File: config.mk
export PLATFORM = sky130hd
export DESIGN_NAME = clk_meter
export DESIGN_NICKNAME = d
export VERILOG_FILES = /design/src/rtl/clk_meter_pkg.sv /design/src/rtl/clk_meter_sync_rise.sv /design/src/rtl/clk_meter.sv
export SDC_FILE = /design/constraint.sdc
export NUM_CORES = 1
export LEC_CHECK = 0
export CORE_ASPECT_RATIO = 0.9
export CORE_MARGIN = 5
export CORE_UTILIZATION = 55
export DETAILED_ROUTE_END_ITERATION = 10
export PLACE_DENSITY = 0.79
export REMOVE_ABC_BUFFERS = 1
export SETUP_SLACK_MARGIN = 0.4
export SLEW_MARGIN = 20
export SYNTH_ARGS = -nofsm -noshare
export SYNTH_HDL_FRONTEND = slang
export SYNTH_SLANG_ARGS = --single-unit
File: constraint.sdc
create_clock -name clk_in -period 2.7 [get_ports clk_in]
set_clock_uncertainty 0.05 [all_clocks]
set_input_delay 0.405 -clock clk_in [delete_from_list [all_inputs] [get_ports clk_in]]
set_output_delay 0.405 -clock clk_in [all_outputs]
set_load 0.05 [all_outputs]
File: src/rtl/clk_meter_pkg.sv
// Shared types and constants for the clock meter.
// The result record is sized for the default counter width; CNT_W must not exceed it.
package clk_meter_pkg;

   localparam int CNT_W_DEF = 16;

   typedef struct packed {
      logic [CNT_W_DEF-1:0] edges;
      logic                 sat;
      logic                 overrun;
   } meas_t;

endpackage

File: src/rtl/clk_meter_sync_rise.sv
// Multi-flop synchronizer for an asynchronous level with a registered rising-edge pulse.
// Reusable for any asynchronous input.
module sync_rise #(
   parameter int SYNC_STAGES = 2
) (
   input  logic clk_in,
   input  logic rst,
   input  logic d,
   output logic q,
   output logic rise
);

   logic [SYNC_STAGES-1:0] sync_q, sync_d;
   logic                   dly_q, dly_d;
   logic                   rise_q, rise_d;

   always_comb begin
      sync_d = {sync_q[SYNC_STAGES-2:0], d};
      dly_d  = sync_q[SYNC_STAGES-1];
      // Pulse is registered so it is glitch-free: SYNC_STAGES+1 cycles after the sampled high.
      rise_d = sync_q[SYNC_STAGES-1] & ~dly_q;
   end

   always_ff @(posedge clk_in) begin
      if (rst) begin
         sync_q <= '0;
         dly_q  <= 1'b0;
         rise_q <= 1'b0;
      end else begin
         sync_q <= sync_d;
         dly_q  <= dly_d;
         rise_q <= rise_d;
      end
   end

   assign q    = sync_q[SYNC_STAGES-1];
   assign rise = rise_q;

endmodule

File: src/rtl/clk_meter.sv
// Measures an asynchronous clock-like input: edges per gate window (valid/ready),
// last edge-to-edge period, and a stall indication.
module clk_meter
   import clk_meter_pkg::*;
#(
   parameter int GATE_CYCLES  = 1000,
   parameter int CNT_W        = CNT_W_DEF,
   parameter int SYNC_STAGES  = 2,
   parameter int STALL_CYCLES = 4096
) (
   input  logic             clk_in,
   input  logic             rst,
   input  logic             sig_in,
   output logic             meas_valid,
   input  logic             meas_ready,
   output logic [CNT_W-1:0] meas_edges,
   output logic             meas_sat,
   output logic             meas_overrun,
   output logic [CNT_W-1:0] period,
   output logic             period_valid,
   output logic             stalled
);

   localparam int             WIN_W   = $clog2(GATE_CYCLES);
   localparam logic [CNT_W-1:0] CNT_MAX = '1;

   logic             rise;
   logic             sync_unused;

   logic [WIN_W-1:0] win_q, win_d;
   logic [CNT_W-1:0] edge_q, edge_d;
   logic             sat_q, sat_d;
   meas_t            res_q, res_d;
   logic             valid_q, valid_d;
   logic [CNT_W-1:0] per_cnt_q, per_cnt_d;
   logic [CNT_W-1:0] period_q, period_d;
   logic             pv_q, pv_d;
   logic             seen_q, seen_d;
   logic             stalled_q, stalled_d;

   logic             terminal;
   logic             xfer;
   logic             stall_hit;
   logic [CNT_W-1:0] edges_now;
   logic             sat_now;

   sync_rise #(
      .SYNC_STAGES(SYNC_STAGES)
   ) u_sync (
      .clk_in(clk_in),
      .rst   (rst),
      .d     (sig_in),
      .q     (sync_unused),
      .rise  (rise)
   );

   always_comb begin
      terminal = (win_q == WIN_W'(GATE_CYCLES - 1));
      xfer     = valid_q & meas_ready;
      win_d    = terminal ? '0 : win_q + WIN_W'(1);

      edges_now = edge_q;
      sat_now   = sat_q;
      if (rise) begin
         if (edge_q == CNT_MAX) sat_now = 1'b1;
         else                   edges_now = edge_q + CNT_W'(1);
      end

      res_d   = res_q;
      valid_d = valid_q;
      edge_d  = edges_now;
      sat_d   = sat_now;
      // A terminal cycle wins over a transfer: fresh data loads and valid stays high.
      if (terminal) begin
         res_d.edges   = CNT_W_DEF'(edges_now);
         res_d.sat     = sat_now;
         res_d.overrun = valid_q & ~meas_ready;
         valid_d       = 1'b1;
         edge_d        = '0;
         sat_d         = 1'b0;
      end else if (xfer) begin
         valid_d       = 1'b0;
         res_d.overrun = 1'b0;
      end
   end

   always_comb begin
      per_cnt_d = (per_cnt_q == CNT_MAX) ? per_cnt_q : per_cnt_q + CNT_W'(1);
      period_d  = period_q;
      pv_d      = pv_q;
      seen_d    = seen_q | rise;
      if (rise) begin
         per_cnt_d = CNT_W'(1);
         if (seen_q) begin
            period_d = per_cnt_q;
            pv_d     = 1'b1;
         end
      end

      stall_hit = (per_cnt_q == CNT_W'(STALL_CYCLES)) |
                  (~seen_q & (32'(win_q) == 32'(STALL_CYCLES)));
      stalled_d = stalled_q;
      if (rise)           stalled_d = 1'b0;
      else if (stall_hit) stalled_d = 1'b1;
   end

   always_ff @(posedge clk_in) begin
      if (rst) begin
         win_q     <= '0;
         edge_q    <= '0;
         sat_q     <= 1'b0;
         res_q     <= '0;
         valid_q   <= 1'b0;
         per_cnt_q <= '0;
         period_q  <= '0;
         pv_q      <= 1'b0;
         seen_q    <= 1'b0;
         stalled_q <= 1'b0;
      end else begin
         win_q     <= win_d;
         edge_q    <= edge_d;
         sat_q     <= sat_d;
         res_q     <= res_d;
         valid_q   <= valid_d;
         per_cnt_q <= per_cnt_d;
         period_q  <= period_d;
         pv_q      <= pv_d;
         seen_q    <= seen_d;
         stalled_q <= stalled_d;
      end
   end

   assign meas_valid   = valid_q;
   assign meas_edges   = CNT_W'(res_q.edges);
   assign meas_sat     = res_q.sat;
   assign meas_overrun = res_q.overrun;
   assign period       = period_q;
   assign period_valid = pv_q;
   assign stalled      = stalled_q;

endmodule

# After elaboration in Yosys (flattened, before gate mapping)
# Index checks and enable logic that the tools add are counted.
# totals
wordCells	43
regBits	85
in_bits	4
out_inout_bits	37
# classes
addsub	3
n_reduce_logical	4
n_bitwise	6
eq_ne	5
n_mux	9
# ops
cell	count
$add 16x1->16 const B	2
$eq 16x16->1 const B	2
$mux 16	2
$eq 16x13->1 const B	1
$add 10x1->10 const B	1
$eq 10x10->1 const B	1
$mux 1	7
$reduce_or 2->1	2
$and 1x1->1	3
$ne 2x1->1 const B	1
$not 1->1	2
$reduce_and 2->1	1
$reduce_bool 2->1	1
$or 1x1->1	1

# Logic depth before layout (Yosys ltp)
# Gate-level depths: netlist of the first run.
# depth
ltp_word	3
depth_mapped	7
ltp_nobuf	6

# By module
# Synthesis of the first run repeated with hierarchy kept, for this count alone.
# hier_totals
cells_unflattened	429
hier_area_um2	3634.7
# modules_own_cells
module	seq_area_each_um2	n_inst	cells_each	area_per_inst_um2
clk_meter	1621.6	1	421	3523.4
sync_rise	80.1	1	8	111.4

# Worst setup path before layout of the first run
# OpenSTA, ideal clock, no wires.
# synth_path
path_kind	register -> register
startpoint	register per_cnt_q[0]
endpoint	register per_cnt_q[7]
path_stages_with_launch	8
required_time_ps	2522
synth_period_minus_slack_ps	1707
n_path_buf	1
setup_slack_ps	993
arrival_time_ps	1529
setup_time_ps	128
path_cell_list	dfxtp_1 > ha_1 > and3_1 > and3_1 > buf_2 > a211oi_2 > xnor2_1 > nor2_1
# synth_between
elab_chain_cells	1
word_cells_on_any_way	2
cone_classes	add/sub: 1; eq/ne: 1
# synth_rtl
item	line_no	rtl
from (decl)	clk_meter.sv:35	logic [CNT_W-1:0] per_cnt_q, per_cnt_d;
from (signal assigned)	clk_meter.sv:125	per_cnt_q <= per_cnt_d;
$add 16x1->16 or $eq 16x16->1 (tied branches)	clk_meter.sv:88	per_cnt_d = (per_cnt_q == CNT_MAX) ? per_cnt_q : per_cnt_q + CNT_W'(1);
# Parallel ways exist; a longest one is shown, timed or not.
# A chain may end at the register's enable or synchronous reset.

# Worst setup path in the final report of the first run
# layout_path
startpoint	register valid_q (netlist: meas_valid)
endpoint	output port meas_valid
# layout_lines
item	line_no	rtl
from (decl)	clk_meter.sv:34	logic valid_q, valid_d;
from (signal assigned)	clk_meter.sv:124	valid_q <= valid_d;
to (decl)	clk_meter.sv:14	output logic meas_valid,
# No word-level cell between the ends.

==> reports/metrics.cfg, run 1 <==
[clock_network]
clockBufferDepth=2
cts_sinks=85
cts_post_setup_buffers_inserted=0
ctsHtreeMaxLevel=3
cts-buffers-inserted=9
clkSlewWorstSetupHoldPaths_ns=0.08
clk_latency_ns=0.36
post_cts_resized=0
postCtsHoldBufs=0
cts_tree=done
clockRootBuffer=clkbuf_8

[global_routing]
grt_max_degree=22
antenna_found_initial=0
grt_pass1_wl_um=12200
grt_pass1_vias=2657
overflow=0
grt_usage_pct=18.8

[routing]
viasPerCell=5.38
vias=2845
antenna_left=0
met3WireLength_um=278
drcViolationCount=0
wl_met1_um=3550
top_layer=met4
first_iter_violations=195
finalWirelength_um=7140
first_pass_iters=4
drt-wirelength-per-cell_um=13.5
met2_length_um=3200

[setup_path]
reg2reg_to=per_cnt_q[0]
rr_worst_depth=6
crit_fanout=4
path_cells=clkdlybuf4s50_1
crit_family=buffers and inverters
path_class=register to output pin
slowest_delay_ns=0.83
cp-end-kind=output pin
rr_startpoint=per_cnt_q[0]
required_ns=2.25
r2r_slack_ns=0.71
cp_slowest_cell=clkdlybuf4s50_1
cp_num_buf_inv=1
critPathArrivalTime_ns=1.57
crit_cells=1
cp-start-kind=register

[synthesis]
yosysTopAreaCellShare_pct=48.2
ys_seq_elements=85
syn-mean-instance-area_um2=8.76
ys_seq_area_share_pct=48.2
synth_edf_count=0
yosys_warnings=0
async_reset_ff_share_pct=0
yosysTopAreaCell=dfxtp_1
yosys-top-cells-area=dfxtp_1 (48%), nand2_1 (6.2%), nor2_1 (6.0%)
ys.flop_type=dfxtp_1
synth_cells=403
syn_area_mm2=0.00353
synth_cell_types=48

[floorplanning]
die-area_mm2=0.00812
start_util_pct=57.1
fp.dieH_um=86.0
rows=27
top_level_ports=41
dieWidth_um=94.5
core_area_mm2=0.00618

[cells_and_area]
diodes=0
drive_gt1_share_pct=8.37
area_growth_pct=19.1
nNetsFinal=446

[sta]
max_freq_mhz=495
worstMarginPinSlew_ns=0.643
period_minus_slack_ns=2.02
finalMaxSlewViolations=0
relSlewSlack_pct=57.1
finalHoldViolations=0
setup_viol=0
final.setup.tns_ns=0
rsz0062_at_grt=no
post-route-period-util_pct=74.9

[run_status]
status=finished, final reports clean

[pwr]
vdd_drop_max_mv=0.597
power_mw=2.42
p_per_area_mw_per_mm2=577
leakage_nw=1.45

[min_path]
whs_endpoint=u_sync.rise
hp-start=u_sync.dly_q
min_path_cells=1
hp-class=register to register

[placement]
port_buffers=40
place_congestion=0.867
hpwl_um=4930

[run]
maxCapViolCount=0

layer usage:
metal,global-route usage (%),up-vias
li1,-,1455
met1,25.5,1331
met2,28.7,48
met3,4.91,11
met4,7.34,0
met5,0,-
final cells by class:
class | instances | area (um^2)
clock buffer | 11 | 151
fill | 498 | 1980
clock inverter | 4 | 95.1
tap | 87 | 109
multi-input combinational | 289 | 1680
sequential | 85 | 1700
timing repair buffer | 46 | 440
inverter | 7 | 26.3
worst max path at each step:
stage	startpoint	end	slack, ns
2_1_floorplan	win_q[6]	edge_q[7]	0.89
4_1_cts	meas_valid	meas_valid	0.66
3_5_place_dp	per_cnt_q[0]	per_cnt_q[0]	0.75
6_report	meas_valid	meas_valid	0.68
5_1_grt	per_cnt_q[0]	per_cnt_q[0]	0.53
3_3_place_gp	per_cnt_q[0]	per_cnt_q[0]	0.80
power breakdown:
group	switching (mW)	internal, mW	leakage (nW)
combinational	0.0375	0.0224	0.634
clock	0.432	0.658	0.125
sequential	0.0110	1.26	0.686
total	0.481	1.94	1.45
flip-flops by register name, summed over array words and instances (netlist names), 2 cells and up:
name           flops
edge_q            16
meas_edges        16
per_cnt_q         16
period            16
win_q             10
u_sync.sync_q      2
cell families (layout without fill, tap and decap cells):
kind of cell / after synthesis / count (layout) / synth area share (%)
AOI/OAI and AO/OA: 66 / 66 / 12.1
xor gates and xnor gates: 25 / 25 / 6.20
adders and majority gates: 4 / 4 / 1.42
buffers and inverters: 29 / 68 / 4.22
DFF: 85 / 85 / 48.2
muxes: 3 / 3 / 0.850
and+or+nand+nor: 191 / 191 / 27.0
metrics by stage:
stage                     instances  utilization, %  worst slack [ns]  hold WS, ns  cell area [um^2]
after floorplan                 381               -             0.887        0.317              3410
after global placement          514            64.0             0.797        0.323              3960
after detailed placement        514            64.0             0.752        0.335              3960
after CTS                       529            68.0             0.655        0.326              4200
after global routing            529            68.0             0.525        0.343              4200
final                           529            68.0             0.679        0.340              4200
placed cells by master (no fill, tap or decap), types with 4 or more instances in the layout:
master / synthesis / final
xor2_1: 13 / 13
nor2b_1: 7 / 7
nand2_1: 58 / 58
nand3_1: 17 / 17
nand3b_1: 4 / 4
nor2_1: 56 / 56
a211oi_1: 9 / 9
ha_1: 4 / 4
a21oi_1: 34 / 34
o21ai_0: 6 / 6
inv_1: 7 / 7
dfxtp_1: 85 / 85
buf_4: 3 / 6
and3_1: 7 / 7
xnor2_1: 12 / 12
clkbuf_8: 0 / 11
nand4_1: 10 / 10
and2_1: 4 / 4
clkdlybuf4s50_1: 0 / 39
and4_1: 8 / 8
synthesized netlist by cell type, types with 2 or more instances:
cell type,instances
a211oi_1,9
a211oi_2,3
buf_2,5
and2_1,4
xnor2_1,12
or2_2,2
a31oi_1,3
inv_1,7
o21ai_0,6
nand2b_1,2
clkbuf_1,10
and4_1,8
nand4_1,10
nor4_1,2
nand3b_1,4
a21oi_1,34
xor2_1,13
o31ai_1,3
buf_4,3
nor2b_1,7
ha_1,4
mux2i_1,3
nor3_1,3
nand3_1,17
nor2_1,56
buf_6,3
nor4b_1,2
nand2_1,58
dfxtp_1,85
and3_1,7
Note: power is estimated with default switching activity, not from simulation.
==> inputs of run 2 (changes only) <==
- CORE_UTILIZATION: 55 -> 50
- PLACE_DENSITY: 0.79 -> 0.75
- clock period: 2.7 -> 1.69 ns (I/O delays scaled with it)
==> run 2 against run 1 <==
  * The run now ends with negative setup slack left
  * Wire length up 110%
  * Via count up 40%
  * First-iteration DRC count up 76%
  * Largest power group unchanged
==> reports/metrics.cfg, run 2 (synthesized netlist as in run 1, its figures left out) <==
[clock_network]
clockRootBuffer=clkbuf_8
clk_latency_ns=0.37  ; about the same
cts_sinks=85  ; unchanged
clockBufferDepth=2  ; unchanged
clkSlewWorstSetupHoldPaths_ns=0.08  ; about the same
postCtsHoldBufs=0  ; unchanged
cts-buffers-inserted=9  ; unchanged
cts_tree=done
ctsHtreeMaxLevel=3  ; unchanged

[run_status]
violations=negative setup slack
status=finished, violations left

[routing]
first_pass_iters=6  ; +2
first_iter_violations=343  ; +76%
finalWirelength_um=14900  ; +110%
drcViolationCount=0  ; unchanged
antenna_left=0  ; unchanged
drt-wirelength-per-cell_um=23.4  ; +73%
vias=3973  ; +40%
viasPerCell=6.23  ; +16%

[cells_and_area]
layout_commonest_cell=buf_4
design_area_mm2=0.00593  ; +41%
most-common-layout-cells=buf_4 (104), dfxtp_1 (54), nor2_1 (35), nand2_1 (35), dfxtp_2 (25)
drive_gt1_share_pct=60.9  ; +53 points
area_growth_pct=68.0
nFillCells=304  ; -39%
nNetsFinal=548  ; +23%
utilization_pct=85.2  ; +17 points
diodes=0  ; unchanged
final_cells=638  ; +21%

[sta]
setup_viol=9  ; +9
relSlewSlack_pct=64.6  ; +7.4 points
setup_ws_ns=-0.0548  ; -0.734 ns
holdWs_ns=0.299  ; -0.0410 ns
finalHoldViolations=0  ; unchanged
post-route-period-util_pct=103
finalMaxSlewViolations=0  ; unchanged
max_freq_mhz=573
period_minus_slack_ns=1.74
rsz0062_at_grt=yes
worstMarginPinSlew_ns=0.531  ; -0.112 ns

[placement]
place_congestion=0.883  ; +1.8%
port_buffers=40  ; unchanged
hpwl_um=5450  ; +11%
place_area_mm2=0.00418  ; +5.5%
placed_cells=557  ; +8.4%

[setup_path]
path_class=register to register
required_ns=1.92  ; -0.33 ns
rr_startpoint=win_q[9]
reg2reg_to=meas_edges[15]
cp-end-kind=register
r2r_slack_ns=-0.05  ; -0.76 ns
critPathArrivalTime_ns=1.97  ; +0.40 ns
rr_worst_depth=6  ; unchanged
crit_fanout=6  ; +2
cp-start-kind=register

[global_routing]
grt_usage_pct=24.3  ; +5.5 points
grt_max_degree=22  ; unchanged
overflow=0  ; unchanged
grt_pass1_wl_um=17300  ; +41%
antenna_found_initial=0  ; unchanged
grt_pass1_vias=3445  ; +30%

[run]
maxCapViolCount=0  ; unchanged

[floorplanning]
top_level_ports=41  ; unchanged
start_util_pct=50.7  ; -6.4 points
dieWidth_um=98.6  ; +4.4%
die-area_mm2=0.00884  ; +8.9%
rows=29  ; +7.4%
core_area_mm2=0.00697  ; +13%
fp.dieH_um=89.7  ; +4.3%

[min_path]
hp-class=input port to register
whs_endpoint=period[5]
hp-start=rst
min_path_cells=2  ; +1

[pwr]
seq_power_share_pct=53.9  ; +1.4 points
p_per_area_mw_per_mm2=636  ; +10%
p_int_mw=2.85  ; +47%
leakage_nw=2.26  ; +57%
power_mw=3.78  ; +56%
p_sw_share_pct=24.5  ; +4.7 points
p_sw_uw=926  ; +93%
vdd_drop_max_mv=0.594  ; -0.57%
power_frac_clock_pct=39.2  ; -5.8 points
combinationalPowerShare_pct=6.9  ; +4.4 points

==> run 2: layout make-up <==
cell class                 count  area, um^2  area share (%)
tap                           93         116            1.96
inverter                       7        26.3           0.443
multi-input combinational    291        2450            41.3
sequential                    85        1760            29.6
clock inverter                 5        50.0           0.844
clock buffer                  11         141            2.38
timing repair buffer         146        1390            23.5
==> run 2: how the worst max path moves through the flow <==
stage / to / slack (ns) / from
floorplan: edge_q[7] / -0.12 / win_q[6]
global placement: per_cnt_q[0] / 0.009 / per_cnt_q[0]
detailed placement: per_cnt_q[0] / -0.07 / per_cnt_q[0]
CTS: meas_edges[15] / 0.12 / edge_q[1]
global route: meas_edges[15] / -0.17 / win_q[9]
finish: meas_edges[15] / -0.05 / win_q[9]
==> run 2: routing by layer <==
metal	vias up	part of all wire (%)	GRT usage, %
li1	1667	-	-
met1	1907	38	27.9
met2	314	47	42.1
met3	85	11	6.73
met4	0	4.9	10.1
met5	-	0	0
==> run 2: timing repair <==
| action | in CTS | in global routing |
|---|---|---|
| cloned | 6 | 4 |
| endpoints found under the setup margin | 77 | 79 |
| buffers inserted | 30 | 25 |
| gates resized for setup | 135 | 127 |
| pin swaps | 69 | 43 |
==> run 2: critical path, stage by stage, from the launching register on <==
cell,delay [ns]
dfxtp_1,0.36
nand2_1,0.09
nor4_2,0.39
and2_4,0.32
buf_12,0.16
nor2_1,0.06
a311oi_2,0.23
==> run 2: through the flow <==
stage	TNS (ns)	worst slack (ns)
floorplan	-2.41	-0.123
global placement	0	0.00862
detailed placement	-0.0979	-0.0683
CTS	0	0.119
global route	-2.99	-0.166
finish	-0.218	-0.0548
==> run 2: power groups by stage <==
stage / Clock, mW / Combinational, mW / Sequential, mW
after floorplan: 0 / 0.0468 / 2.08
after global placement: 0 / 0.118 / 2.08
after detailed placement: 0 / 0.121 / 2.08
after CTS: 1.43 / 0.180 / 2.04
after global routing: 1.56 / 0.268 / 2.04
final: 1.48 / 0.261 / 2.04
